`src/rtl/cfg_ctrl_ufm_multi.sv`:
```
// cfg_ctrl_ufm_multi: boots WORDS 16-bit configuration words out of the UFM
// serial interface after reset or on request, and exposes them via a CSR window.
// Optional program/erase path: `define CFG_CTRL_UFM_PROGRAM_EN.
// The UFM PROGRAM pin is exported as 'prog' because 'program' is a reserved word.
// All UFM strobes are registered from the current state, so the pins trail the
// state register by one clock; arclk/drclk pulse in the low phase of clk so the
// data launched at the rising edge is settled when the UFM samples it.
module cfg_ctrl_ufm_multi #(
  parameter logic [4:0]  BASE_ADDR = 5'h0,
  parameter int unsigned WORDS     = 2,
  parameter int unsigned ADDR_BITS = 9
) (
  input  logic                  clk,
  input  logic                  rst_n,
  input  logic [4:0]            csr_a,
  input  logic [7:0]            csr_di,
  input  logic                  csr_we,
  output logic [7:0]            csr_do,
  input  logic                  start,
  input  logic                  failsafe_mode,
  output logic                  done,
  output logic [16*WORDS-1:0]   cfg,
  output logic                  arclk,
  output logic                  ardin,
  output logic                  arshft,
  output logic                  drclk,
  output logic                  drdin,
  output logic                  drshft,
  output logic                  erase,
  output logic                  prog,
  input  logic                  busy,
  input  logic                  drdout
);

  localparam int unsigned CFG_W     = 16 * WORDS;
  localparam int unsigned SHIFT_MAX = (ADDR_BITS > 16) ? ADDR_BITS : 16;
  localparam int unsigned CNT_W     = $clog2(SHIFT_MAX + 1);
  localparam int unsigned IDX_W     = (WORDS > 1) ? $clog2(WORDS) : 1;

  localparam logic [CNT_W-1:0] ADDR_LAST = CNT_W'(ADDR_BITS - 1);
  localparam logic [CNT_W-1:0] DATA_LAST = CNT_W'(15);
  localparam logic [IDX_W-1:0] W_LAST    = IDX_W'(WORDS - 1);

`ifdef CFG_CTRL_UFM_PROGRAM_EN
  typedef enum logic [3:0] {
    BOOT_ADDR, BOOT_LOAD, BOOT_DATA, DONE,
    PG_ADDR, PG_DATA, PG_PULSE, ER_PULSE, WAIT_BUSY
  } state_e;
`else
  typedef enum logic [1:0] {
    BOOT_ADDR, BOOT_LOAD, BOOT_DATA, DONE
  } state_e;
`endif

  state_e               state_q, state_d;
  logic [CNT_W-1:0]     cnt_q, cnt_d;
  logic [IDX_W-1:0]     w_q, w_d;
  logic [14:0]          sh_q, sh_d;
  logic [CFG_W-1:0]     cfg_q, cfg_d;
  logic                 done_q, done_d;
  logic                 arclk_en_q, arclk_en_d;
  logic                 ardin_q, ardin_d;
  logic                 drclk_en_q, drclk_en_d;
  logic                 drshft_q, drshft_d;

  logic [4:0]           off_c;
  logic                 din_c;
  logic [15:0]          word_c;
  logic [ADDR_BITS-1:0] addr_c;
  logic                 addr_bit_c;

`ifdef CFG_CTRL_UFM_PROGRAM_EN
  logic [15:0]          wdata_q, wdata_d;
  logic [7:0]           waddr_q, waddr_d;
  logic                 drdin_q, drdin_d;
  logic                 prog_q, prog_d;
  logic                 erase_q, erase_d;
  logic                 ctrl_wr_c;
  logic                 data_bit_c;
`endif

  assign off_c  = csr_a - BASE_ADDR;
  assign din_c  = failsafe_mode | drdout;
  assign word_c = {sh_q, din_c};

  // Serial address source: word index during boot, staged WADDR when programming
`ifdef CFG_CTRL_UFM_PROGRAM_EN
  assign addr_c     = (state_q == PG_ADDR) ? ADDR_BITS'(waddr_q) : ADDR_BITS'(w_q);
  assign data_bit_c = |(wdata_q & (16'(1) << (DATA_LAST - cnt_q)));
  assign ctrl_wr_c  = csr_we && (off_c == 5'd11) && (state_q == DONE);
`else
  assign addr_c     = ADDR_BITS'(w_q);
`endif
  assign addr_bit_c = |(addr_c & (ADDR_BITS'(1) << (ADDR_LAST - cnt_q)));

  // State register
  always_ff @(posedge clk or negedge rst_n) begin
    if (!rst_n) state_q <= BOOT_ADDR;
    else        state_q <= state_d;
  end

  // Next-state, shift counters and config capture
  always_comb begin
    state_d = state_q;
    cnt_d   = cnt_q;
    w_d     = w_q;
    sh_d    = sh_q;
    cfg_d   = cfg_q;
    case (state_q)
      BOOT_ADDR: begin
        if (cnt_q == ADDR_LAST) begin
          cnt_d   = '0;
          state_d = BOOT_LOAD;
        end else begin
          cnt_d = cnt_q + CNT_W'(1);
        end
      end
      BOOT_LOAD: begin
        cnt_d   = '0;
        state_d = BOOT_DATA;
      end
      BOOT_DATA: begin
        sh_d = word_c[14:0];
        if (cnt_q == DATA_LAST) begin
          for (int unsigned i = 0; i < WORDS; i++) begin
            if (w_q == IDX_W'(i)) cfg_d[16*i +: 16] = word_c;
          end
          cnt_d = '0;
          if (w_q == W_LAST) begin
            w_d     = '0;
            state_d = DONE;
          end else begin
            w_d     = w_q + IDX_W'(1);
            state_d = BOOT_ADDR;
          end
        end else begin
          cnt_d = cnt_q + CNT_W'(1);
        end
      end
      DONE: begin
`ifdef CFG_CTRL_UFM_PROGRAM_EN
        if (ctrl_wr_c && csr_di[1]) begin
          state_d = ER_PULSE;
        end else if (ctrl_wr_c && csr_di[0]) begin
          cnt_d   = '0;
          state_d = PG_ADDR;
        end else
`endif
        if (start) begin
          cnt_d   = '0;
          w_d     = '0;
          state_d = BOOT_ADDR;
        end
      end
`ifdef CFG_CTRL_UFM_PROGRAM_EN
      PG_ADDR: begin
        if (cnt_q == ADDR_LAST) begin
          cnt_d   = '0;
          state_d = PG_DATA;
        end else begin
          cnt_d = cnt_q + CNT_W'(1);
        end
      end
      PG_DATA: begin
        if (cnt_q == DATA_LAST) begin
          cnt_d   = '0;
          state_d = PG_PULSE;
        end else begin
          cnt_d = cnt_q + CNT_W'(1);
        end
      end
      PG_PULSE, ER_PULSE: begin
        cnt_d   = '0;
        state_d = WAIT_BUSY;
      end
      WAIT_BUSY: begin
        // First cycle is unconditional: busy only rises after the pulse lands
        if (cnt_q == '0) begin
          cnt_d = CNT_W'(1);
        end else if (!busy) begin
          cnt_d   = '0;
          w_d     = '0;
          state_d = BOOT_ADDR;
        end
      end
`endif
      default: begin
        cnt_d   = '0;
        w_d     = '0;
        state_d = BOOT_ADDR;
      end
    endcase
  end

  // UFM strobe decode from the current state
  always_comb begin
    arclk_en_d = 1'b0;
    ardin_d    = 1'b0;
    drclk_en_d = 1'b0;
    drshft_d   = 1'b1;
    done_d     = (state_d == DONE);
`ifdef CFG_CTRL_UFM_PROGRAM_EN
    drdin_d    = 1'b0;
    prog_d     = 1'b0;
    erase_d    = 1'b0;
`endif
    case (state_q)
      BOOT_ADDR: begin
        arclk_en_d = 1'b1;
        ardin_d    = addr_bit_c;
      end
      BOOT_LOAD: begin
        drclk_en_d = 1'b1;
        drshft_d   = 1'b0;
      end
      BOOT_DATA: drclk_en_d = 1'b1;
`ifdef CFG_CTRL_UFM_PROGRAM_EN
      PG_ADDR: begin
        arclk_en_d = 1'b1;
        ardin_d    = addr_bit_c;
      end
      PG_DATA: begin
        drclk_en_d = 1'b1;
        drdin_d    = data_bit_c;
      end
      PG_PULSE: prog_d  = 1'b1;
      ER_PULSE: erase_d = 1'b1;
`endif
      default: ;
    endcase
  end

  // Counters, captured config and registered UFM strobes
  always_ff @(posedge clk or negedge rst_n) begin
    if (!rst_n) begin
      cnt_q      <= '0;
      w_q        <= '0;
      sh_q       <= '0;
      cfg_q      <= '0;
      done_q     <= 1'b0;
      arclk_en_q <= 1'b0;
      ardin_q    <= 1'b0;
      drclk_en_q <= 1'b0;
      drshft_q   <= 1'b1;
    end else begin
      cnt_q      <= cnt_d;
      w_q        <= w_d;
      sh_q       <= sh_d;
      cfg_q      <= cfg_d;
      done_q     <= done_d;
      arclk_en_q <= arclk_en_d;
      ardin_q    <= ardin_d;
      drclk_en_q <= drclk_en_d;
      drshft_q   <= drshft_d;
    end
  end

`ifdef CFG_CTRL_UFM_PROGRAM_EN
  // Staging register writes, accepted in any state
  always_comb begin
    wdata_d = wdata_q;
    waddr_d = waddr_q;
    if (csr_we) begin
      case (off_c)
        5'd8:    wdata_d[15:8] = csr_di;
        5'd9:    wdata_d[7:0]  = csr_di;
        5'd10:   waddr_d       = csr_di;
        default: ;
      endcase
    end
  end

  // Staging registers and program/erase strobes
  always_ff @(posedge clk or negedge rst_n) begin
    if (!rst_n) begin
      wdata_q <= '0;
      waddr_q <= '0;
      drdin_q <= 1'b0;
      prog_q  <= 1'b0;
      erase_q <= 1'b0;
    end else begin
      wdata_q <= wdata_d;
      waddr_q <= waddr_d;
      drdin_q <= drdin_d;
      prog_q  <= prog_d;
      erase_q <= erase_d;
    end
  end

  assign drdin = drdin_q;
  assign prog  = prog_q;
  assign erase = erase_q;
`else
  logic unused_csr_wr;
  assign unused_csr_wr = ^{csr_di, csr_we};
  assign drdin = 1'b0;
  assign prog  = 1'b0;
  assign erase = 1'b0;
`endif

  // CSR read mux
  always_comb begin
    csr_do = 8'h00;
    for (int unsigned i = 0; i < WORDS; i++) begin
      if (off_c == 5'(2 * i))     csr_do = cfg_q[16*i+8 +: 8];
      if (off_c == 5'(2 * i + 1)) csr_do = cfg_q[16*i +: 8];
    end
    if (off_c == 5'd11) csr_do = {~done_q, busy, 6'b0};
`ifdef CFG_CTRL_UFM_PROGRAM_EN
    if (off_c == 5'd8)  csr_do = wdata_q[15:8];
    if (off_c == 5'd9)  csr_do = wdata_q[7:0];
    if (off_c == 5'd10) csr_do = waddr_q;
`endif
  end

  assign arclk  = arclk_en_q & ~clk;
  assign drclk  = drclk_en_q & ~clk;
  assign ardin  = ardin_q;
  assign arshft = 1'b1;
  assign drshft = drshft_q;
  assign done   = done_q;
  assign cfg    = cfg_q;

endmodule

```
`config.mk`:
```
export PLATFORM = sky130hd
export DESIGN_NAME = cfg_ctrl_ufm_multi
export DESIGN_NICKNAME = d
export VERILOG_FILES = /design/src/rtl/cfg_ctrl_ufm_multi.sv
export SDC_FILE = /design/constraint.sdc
export NUM_CORES = 1
export LEC_CHECK = 0
export BUFFER_PORTS_ARGS = -buffer_cell sky130_fd_sc_hd__buf_2
export CORE_UTILIZATION = 45
export CTS_BUF_LIST = sky130_fd_sc_hd__clkbuf_2
export CTS_CLUSTER_DIAMETER = 60
export DETAILED_ROUTE_END_ITERATION = 10
export PLACE_DENSITY = 0.76
export SYNTH_ARGS = -nofsm -noshare
export SYNTH_HDL_FRONTEND = slang
export SYNTH_SLANG_ARGS = --single-unit
```
`constraint.sdc`:
```
create_clock -name clk -period 2 [get_ports clk]
set_input_delay 0.4 -clock clk [delete_from_list [all_inputs] [get_ports clk]]
set_output_delay 0.4 -clock clk [all_outputs]
set_load 0.005 [all_outputs]
```
==> results of run 1 <==
registers in the layout, summed over array words and instances, names as in the netlist:
| register | count |
|---|---|
| state_q | 2 |
| cnt_q | 5 |
| drshft | 1 |
| ardin | 1 |
| done | 1 |
| cfg | 32 |
| drclk_en_q | 1 |
| arclk_en_q | 1 |
| w_q | 1 |
| sh_q | 15 |
cell families after synthesis:
logic type | Yosys count | share of synthesized area [%]
DFF | 60 | 51.8
muxes | 54 | 24.2
and+or+nand+nor | 43 | 8.84
AOI/OAI and AO/OA | 26 | 5.87
buffers and inverters | 22 | 4.83
adders and majority gates | 9 | 3.88
other | 2 | 0.259
xor gates and xnor gates | 1 | 0.302
timing repair:
item                                    4_1_cts  5_1_grt
pin swaps                                     1        0
resized for setup                             2        3
hold endpoints to repair                     59        0
endpoints found under the setup margin        8       28
hold buffers                                  1        0
cloned                                        0        0
buffers inserted                             15        7
worst max-delay path, stage by stage (launching register included):
cell	delay (ps)
dfrtp_1	420
mux4_2	440
nor2b_1	150
buf_2	140
routing by layer:
layer,wire length [µm],GRT usage (%),share of wire (%),up-vias
met2,2840,31.5,49,50
met3,237,4.51,4.1,13
met4,133,14.2,2.3,0
li1,-,-,-,953
met5,0,0,0,-
met1,2560,22.9,44,996
power groups by stage:
stage | Sequential (mW) | Clock, mW | Combinational [mW]
finish | 1.63 | 0.700 | 0.807
detailed placement | 1.66 | 0.0475 | 0.773
global placement | 1.65 | 0.0475 | 0.747
floorplan | 1.59 | 0.0244 | 0.605
CTS | 1.64 | 0.736 | 0.779
global route | 1.67 | 0.793 | 0.908
layout make-up:
| type | count | area, µm² | area share, % |
|---|---|---|---|
| sequential | 60 | 1500 | 42.3 |
| multi-input combinational | 137 | 1280 | 36.1 |
| timing repair buffer | 83 | 531 | 14.9 |
| tap | 75 | 93.8 | 2.64 |
| clock buffer | 17 | 85.1 | 2.39 |
| inverter | 11 | 41.3 | 1.16 |
| clock inverter | 4 | 17.5 | 0.493 |
layout by cell type (no fill, tap or decap), drive strengths merged, types with 2 or more instances in the layout:
cell and n:
a21oi 6, a211oi 2, mux2i 3, mux4 6, a31oi 3, conb 4
nand3 3, nand2 10, or3 2, inv 11, nor3 6, nand3b 2
clkinv 4, o21ai 5, buf 84, a21o 2, nor2 4, nand4 2
ha 9, clkbuf 15, o22ai 2, mux2 45, dfrtp 59, nor2b 9
worst max-delay path by stage:
stage,depth (start not counted),endpoint
finish,3,csr_do[5]
global route,3,csr_do[1]
global placement,5,cfg[9]$_DFFE_PN0P_
CTS,3,csr_do[5]
floorplan,6,cfg[10]$_DFFE_PN0P_
detailed placement,5,cfg[6]$_DFFE_PN0P_
per-stage QoR:
step                cell area, µm²  std cells
floorplan                     2910        219
global placement              3260        345
detailed placement            3260        345
CTS                           3480        380
global route                  3550        387
finish                        3550        387
==> impl_metrics.env, run 1 <==
export IMPL_r2r_slack_ps=150
export IMPL_syn_area_um2=2900
export IMPL_crit_required_ps=1600
export IMPL_post_route_drc_count=0
export IMPL_leakagePower_nw=1.92
export IMPL_detail_route_antenna_nets=0
export IMPL_power_density_nw_per_um2=884
export IMPL_critPathLaunch="cfg[13]$_DFFE_PN0P_"
export IMPL_fp_dieArea_um2=6770
export IMPL_r2r_cells=8
export IMPL_core_area_um2=6060
export IMPL_yosysWarnings=0
export IMPL_timing_rr_end="state_q[1]$_DFF_PN0_"
export IMPL_fin_setup_tns_ps=-529
export IMPL_endpoint_kind="output pin"
export IMPL_rr_startpoint="cnt_q[0]$_DFFE_PN0P_"
export IMPL_synth_top_area_share_pct=50.9
export IMPL_fin_crit_sh_pct=105
export IMPL_wl_per_cell_um=14.9
export IMPL_worstHoldEndpoint="cfg[16]$_DFFE_PN0P_"
export IMPL_synth_cell_types=44
export IMPL_ios=69
export IMPL_finalHoldViolCount=0
export IMPL_overflow=0
export IMPL_clk_insertion_delay_late_ps=550
export IMPL_startpoint_type="flip-flop"
export IMPL_drv_slew=0
export IMPL_finClkSkew_ps=20.4
export IMPL_combPwrFrac_pct=25.7
export IMPL_via_per_inst=5.20
export IMPL_finish_utilization_pct=58.6
export IMPL_setup_viol=6
export IMPL_grt_pass1_vias=2023
export IMPL_path_clk_slew_ps=160
export IMPL_start_util_pct=47.9
export IMPL_ys_seq_area_share_pct=51.8
export IMPL_routabilityCongestion=0.846
export IMPL_seq_power_share_pct=52.0
export IMPL_grt_pass1_wl_um=9300
export IMPL_antenna_cells=0
export IMPL_port_buffers=55
export IMPL_synth_avg_cell_area_um2=13.4
export IMPL_rsz0062_at_grt="yes"
export IMPL_fin_crit_ps=2100
export IMPL_clkPwrFrac_pct=22.3
export IMPL_grt_start_max_net_pins=61
export IMPL_hpwl_um=3840
export IMPL_ys_async_sr_fraction_pct=100
export IMPL_nets=337
export IMPL_netlist_top_cells_area="dfrtp_1 51%, mux2_2 14%, mux4_2 4.7%, mux2_4 4.1%, ha_1 3.9%"
export IMPL_hp_class="in2reg"
export IMPL_cts_tree="built"
export IMPL_antenna_found_initial=0
export IMPL_grt_usage_pct=19.5
export IMPL_total_power_mw=3.14
export IMPL_dr_pass1_iters=4
export IMPL_drt_total_wl_um=5770
export IMPL_synthCells=217
export IMPL_drv_cap=0
export IMPL_synthToLayoutAreaGrowth_pct=22.5
export IMPL_path_max_fanout=2
export IMPL_p_sw_mw=1.08
export IMPL_intPower_mw=2.06
export IMPL_preCtsSetupSlack_ps=26.1
export IMPL_swShare_pct=34.3
export IMPL_min_from="failsafe_mode"
export IMPL_fin_ws_ps=-101
export IMPL_synthFlopType="dfrtp_1"
export IMPL_num_vias=2012
export IMPL_max_freq_mhz=476
export IMPL_peakVddDrop_uv=759
export IMPL_hold_depth=3
export IMPL_rows=28
export IMPL_drive_gt1_share_pct=50.6
export IMPL_synth_seq_cells=60
export IMPL_synth_common_cells="59 x dfrtp_1, 35 x mux2_2, 10 x inv_1, 10 x nand2_1"
export IMPL_holdWs_ps=138
export IMPL_critPathArrivalTime_ps=1700
export IMPL_synth_area_leader_cell="dfrtp_1"
export IMPL_die_w_um=82.3
export IMPL_fillers=488
export IMPL_synth_edf_count=0
export IMPL_synth_most_common_cell="dfrtp_1"
export IMPL_crit_type="reg2out"
export IMPL_drt_iter0_markers=128
export IMPL_fp_dieH_um=82.3
export IMPL_violations="negative setup slack"
export IMPL_outcome="complete, but fails checks"
Power figures use the tool's default switching activity.
==> run 2: changes to the inputs <==
--- a/config.mk
+++ b/config.mk
@@ -11,6 +11,7 @@
 export CTS_CLUSTER_DIAMETER = 60
 export DETAILED_ROUTE_END_ITERATION = 10
 export PLACE_DENSITY = 0.76
+export SKIP_CTS_REPAIR_TIMING = 1
 export SYNTH_ARGS = -nofsm -noshare
 export SYNTH_HDL_FRONTEND = slang
 export SYNTH_SLANG_ARGS = --single-unit
==> run 2 against run 1 <==
Die area is the same. Sequential power hardly changed. Flip-flop and latch count did not move. Fmax fell by 0.74%. Clock skew about the same. The flow still finishes with violations (negative setup slack). Clock power barely moved. Worst hold slack about the same. Setup slack lost 16 ps. Largest power group unchanged. Critical path depth is the same. Critical endpoint is now csr_do[4].
==> impl_metrics.env, run 2 (synthesis results as in run 1) <==
export IMPL_outcome="complete, but fails checks"
export IMPL_violations="negative setup slack"
export IMPL_hp_class="in2reg"
export IMPL_port_buffers=55
export IMPL_startpoint_type="flip-flop"
export IMPL_rsz0062_at_grt="yes"
export IMPL_critPathLaunch="cfg[12]$_DFFE_PN0P_"
export IMPL_dp_cells=345
export IMPL_rows=28
export IMPL_clk_insertion_delay_late_ps=550
export IMPL_grt_start_max_net_pins=61
export IMPL_grt_pass1_wl_um=9000
export IMPL_grt_usage_pct=19.0
export IMPL_wl_met1_um=2490
export IMPL_routed_top_layer="met4"
export IMPL_setup_viol=7
export IMPL_die_w_um=82.3
export IMPL_wl_met2_um=2740
export IMPL_preCtsSetupSlack_ps=26.1
export IMPL_fin_crit_sh_pct=106
export IMPL_post_route_drc_count=0
export IMPL_peakVddDrop_uv=759
export IMPL_finish_utilization_pct=57.0
export IMPL_overflow=0
export IMPL_ios=69
export IMPL_synthToLayoutAreaGrowth_pct=19.0
export IMPL_grt_pass1_vias=1951
export IMPL_path_clk_slew_ps=160
export IMPL_fin_area_um2=3450
export IMPL_nets=324
export IMPL_antenna_cells=0
export IMPL_endpoint_kind="output pin"
export IMPL_crit_required_ps=1600
export IMPL_r2r_slack_ps=150
export IMPL_crit_path_max_incr_delay_ps=450
export IMPL_dpl_instance_area_um2=3260
export IMPL_critPathArrivalTime_ps=1720
export IMPL_routabilityCongestion=0.846
export IMPL_largest_reg_flops=32
export IMPL_via_per_inst=5.19
export IMPL_power_density_nw_per_um2=909
export IMPL_crit_path_top_delay_cell="mux4_2"
export IMPL_detail_route_antenna_nets=0
export IMPL_crit_type="reg2out"
export IMPL_finClkSkew_ps=20.6
export IMPL_leakagePower_nw=1.85
export IMPL_fin_crit_ps=2120
export IMPL_drv_cap=0
export IMPL_drt_iter0_markers=116
export IMPL_finalHoldViolCount=0
export IMPL_path_max_fanout=3
export IMPL_max_freq_mhz=472
export IMPL_fp_dieArea_um2=6770
export IMPL_antenna_found_initial=0
export IMPL_drv_slew=0
export IMPL_path_cells="mux4_2 -> nor2b_1 -> buf_2"
export IMPL_num_vias=1940
export IMPL_rr_startpoint="cnt_q[0]$_DFFE_PN0P_"
export IMPL_wl_per_cell_um=14.9
export IMPL_crit_family="multiplexers"
export IMPL_min_from="failsafe_mode"
export IMPL_hpwl_um=3840
export IMPL_core_area_um2=6060
export IMPL_instances_no_fill=374
export IMPL_final_common_cell="dfrtp_1"
export IMPL_drt_total_wl_um=5580
export IMPL_layout_common_cells="59 x dfrtp_1, 55 x buf_2, 34 x mux2_2"
export IMPL_met3_length_um=233
export IMPL_start_util_pct=47.9
export IMPL_dr_pass1_iters=4
export IMPL_fin_ws_ps=-116
export IMPL_drive_gt1_share_pct=48.2
export IMPL_critPathBufInv=1
export IMPL_fp_dieH_um=82.3
export IMPL_cts_tree="built"
export IMPL_total_power_mw=3.14
-- run 2: cell types whose count changed in the layout (fill, tap and decap cells not counted) --
| cell | delta |
|---|---|
| nor2b_1 | +1 |
| buf_4 | -13 |
| mux2_2 | -1 |
| mux2_4 | +1 |
| nor2b_4 | -1 |
-- run 2: final cells by class --
class                      instances  area, µm²
fill                             501       2610
sequential                        60       1500
multi-input combinational        137       1280
timing repair buffer              70        433
tap                               75       93.8
clock buffer                      17       85.1
inverter                          11       41.3
clock inverter                     4       17.5
-- run 2: worst min-delay path, cell delays in order --
cell	delay (ps)
buf_2	70
nor2_1	50
o21ai_0	130
-- run 2: where the power goes --
group          switching (mW)  internal (mW)
clock network           0.460          0.241
logic                   0.417          0.390
registers               0.199           1.43
total                    1.08           2.06
-- run 2: worst paths after layout --
check / endpoint / cells after the start
worst max-delay path: csr_do[4] / 3
worst min-delay path: cfg[16]$_DFFE_PN0P_ / 3
worst max register to register: state_q[1]$_DFF_PN0_ / 8
worst min register to register: cfg[0]$_DFFE_PN0P_ / 2
max in group asynchronous: drshft$_DFF_PN1_ / 3
min in group asynchronous: sh_q[9]$_DFFE_PN0P_ / 3
-- run 2: routing by layer --
layer  up-vias  track usage [%]
met2        45             30.3
met4         0             13.7
met5         -                0
met3        11             4.51
met1       957             22.4
li1        927                -
-- run 2: per-stage QoR --
| stage | TNS, ps | hold WS [ps] |
|---|---|---|
| 2_1_floorplan | 0 | 104 |
| 3_3_place_gp | 0 | 427 |
| 3_5_place_dp | 0 | 430 |
| 4_1_cts | -952 | -209 |
| 5_1_grt | -1360 | 116 |
| 6_report | -577 | 138 |
==> run 3: changes to the inputs <==
--- a/config.mk
+++ b/config.mk
@@ -6,11 +6,14 @@
 export NUM_CORES = 1
 export LEC_CHECK = 0
 export BUFFER_PORTS_ARGS = -buffer_cell sky130_fd_sc_hd__buf_2
-export CORE_UTILIZATION = 45
+export CELL_PAD_IN_SITES_DETAIL_PLACEMENT = 0
+export CELL_PAD_IN_SITES_GLOBAL_PLACEMENT = 1
+export CORE_UTILIZATION = 44
 export CTS_BUF_LIST = sky130_fd_sc_hd__clkbuf_2
-export CTS_CLUSTER_DIAMETER = 60
+export CTS_CLUSTER_DIAMETER = 200
 export DETAILED_ROUTE_END_ITERATION = 10
-export PLACE_DENSITY = 0.76
+export PLACE_DENSITY = 0.88
+export RECOVER_POWER = 50
 export SKIP_CTS_REPAIR_TIMING = 1
 export SYNTH_ARGS = -nofsm -noshare
 export SYNTH_HDL_FRONTEND = slang
==> run 3 against run 2 <==
Fmax down 1.9%. Sequential share of layout area down 0.90 points. Non-clock buffer count up 9. Combinational power about the same. Worst hold slack worse by 20 ps. Largest cell class unchanged. The flow still finishes with violations (negative setup slack). Largest power group unchanged. Routed wire length up 6.3%. Die area up 2.2%.
==> impl_metrics.env, run 3 (synthesis results as in run 1) <==
export IMPL_grt_start_max_net_pins=61
export IMPL_antenna_found_initial=0
export IMPL_fillers=573
export IMPL_largest_reg_flops=32
export IMPL_antenna_cells=0
export IMPL_critPathArrivalTime_ps=1760
export IMPL_setup_viol=7
export IMPL_crit_type="reg2out"
export IMPL_port_buffers=55
export IMPL_drv_cap=0
export IMPL_core_area_um2=6350
export IMPL_peakVddDrop_uv=363
export IMPL_die_w_um=83.2
export IMPL_drt_iter0_markers=155
export IMPL_fp_dieH_um=83.2
export IMPL_total_power_mw=3.26
export IMPL_path_max_fanout=3
export IMPL_wl_per_cell_um=15.4
export IMPL_endpoint_kind="output pin"
export IMPL_worst_pin_slew_ps=1430
export IMPL_fin_area_um2=3520
export IMPL_routabilityCongestion=0.733
export IMPL_crit_required_ps=1600
export IMPL_violations="negative setup slack"
export IMPL_clk_insertion_delay_late_ps=560
export IMPL_outcome="complete, but fails checks"
export IMPL_grt_pass1_vias=1997
export IMPL_fp_dieArea_um2=6920
export IMPL_ios=69
export IMPL_slew_headroom_pct=4.47
export IMPL_cts_tree="built"
export IMPL_leakagePower_nw=1.88
export IMPL_startpoint_type="flip-flop"
export IMPL_start_util_pct=45.7
export IMPL_power_density_nw_per_um2=925
export IMPL_num_vias=2034
export IMPL_post_route_drc_count=0
export IMPL_drv_slew=0
export IMPL_rsz0062_at_grt="yes"
export IMPL_finalHoldViolCount=0
export IMPL_final_common_cell="dfrtp_1"
export IMPL_fin_ws_ps=-157
export IMPL_dpl_instance_area_um2=3280
export IMPL_drive_gt1_share_pct=48.1
export IMPL_drt_total_wl_um=5930
export IMPL_detail_route_antenna_nets=0
export IMPL_nets=333
export IMPL_dr_pass1_iters=4
export IMPL_multi_input_area_um2=1280
export IMPL_path_clk_slew_ps=190
export IMPL_hpwl_um=4110
export IMPL_fin_crit_sh_pct=108
export IMPL_max_freq_mhz=464
export IMPL_grt_usage_pct=18.2
export IMPL_seq_area_um2=1500
export IMPL_finClkSkew_ps=25.6
export IMPL_rows=29
export IMPL_fin_crit_ps=2160
export IMPL_hp_class="in2reg"
export IMPL_via_per_inst=5.28
export IMPL_synthToLayoutAreaGrowth_pct=21.5
export IMPL_overflow=0
export IMPL_layout_common_cells="59 x dfrtp_1, 51 x buf_2, 34 x mux2_2"
export IMPL_grt_pass1_wl_um=9620
## run 3: cell type report
type                            instances  area share (%)
Clock buffer                           15            2.13
Timing Repair Buffer                   79            13.3
Sequential cell                        60            42.6
Tap cell                               77            2.73
Multi-Input combinational cell        137            36.4
Inverter                               11            1.17
Clock inverter                          6            1.60
## run 3: routing by layer
| metal | part of all wire, % | track usage (%) |
|---|---|---|
| met4 | 1.6 | 9.25 |
| met3 | 5.2 | 5.37 |
| met5 | 0 | 0 |
| met1 | 43 | 22.6 |
| met2 | 50 | 29.1 |
## run 3: through the flow
stage,setup WS [ps],util (%),instances,hold WS [ps],TNS [ps]
2_1_floorplan,183,-,219,104,0
3_5_place_dp,49.6,51.7,350,429,0
4_1_cts,-200,53.6,369,-218,-1010
3_3_place_gp,69.2,51.7,350,432,0
5_1_grt,-236,55.5,385,94.8,-1570
6_report,-157,55.5,385,118,-807
## run 3: worst paths after layout
check / from / slack, ps / cells past startpoint / endpoint
min in group asynchronous: rst_n / 780 / 3 / cfg[9]$_DFFE_PN0P_
max: cfg[11]$_DFFE_PN0P_ / -160 / 3 / csr_do[3]
max in group asynchronous: rst_n / 340 / 3 / cfg[20]$_DFFE_PN0P_
max reg2reg: state_q[0]$_DFF_PN0_ / 130 / 4 / sh_q[2]$_DFFE_PN0P_
min: failsafe_mode / 120 / 3 / cfg[0]$_DFFE_PN0P_
min reg2reg: cfg[16]$_DFFE_PN0P_ / 540 / 2 / cfg[16]$_DFFE_PN0P_
## run 3: worst max-delay path, cell delays in order, from the launching register on
cell     delay (ps)
dfrtp_1         450
mux4_2          470
nor2b_4         140
buf_2           130
## run 3: where the power goes
part | leakage [nW] | total [mW] | switching (mW) | internal (mW)
logic | 1.00 | 0.808 | 0.437 | 0.371
clock network | 0.0956 | 0.839 | 0.482 | 0.356
registers | 0.779 | 1.61 | 0.184 | 1.43
total | 1.88 | 3.26 | 1.10 | 2.16
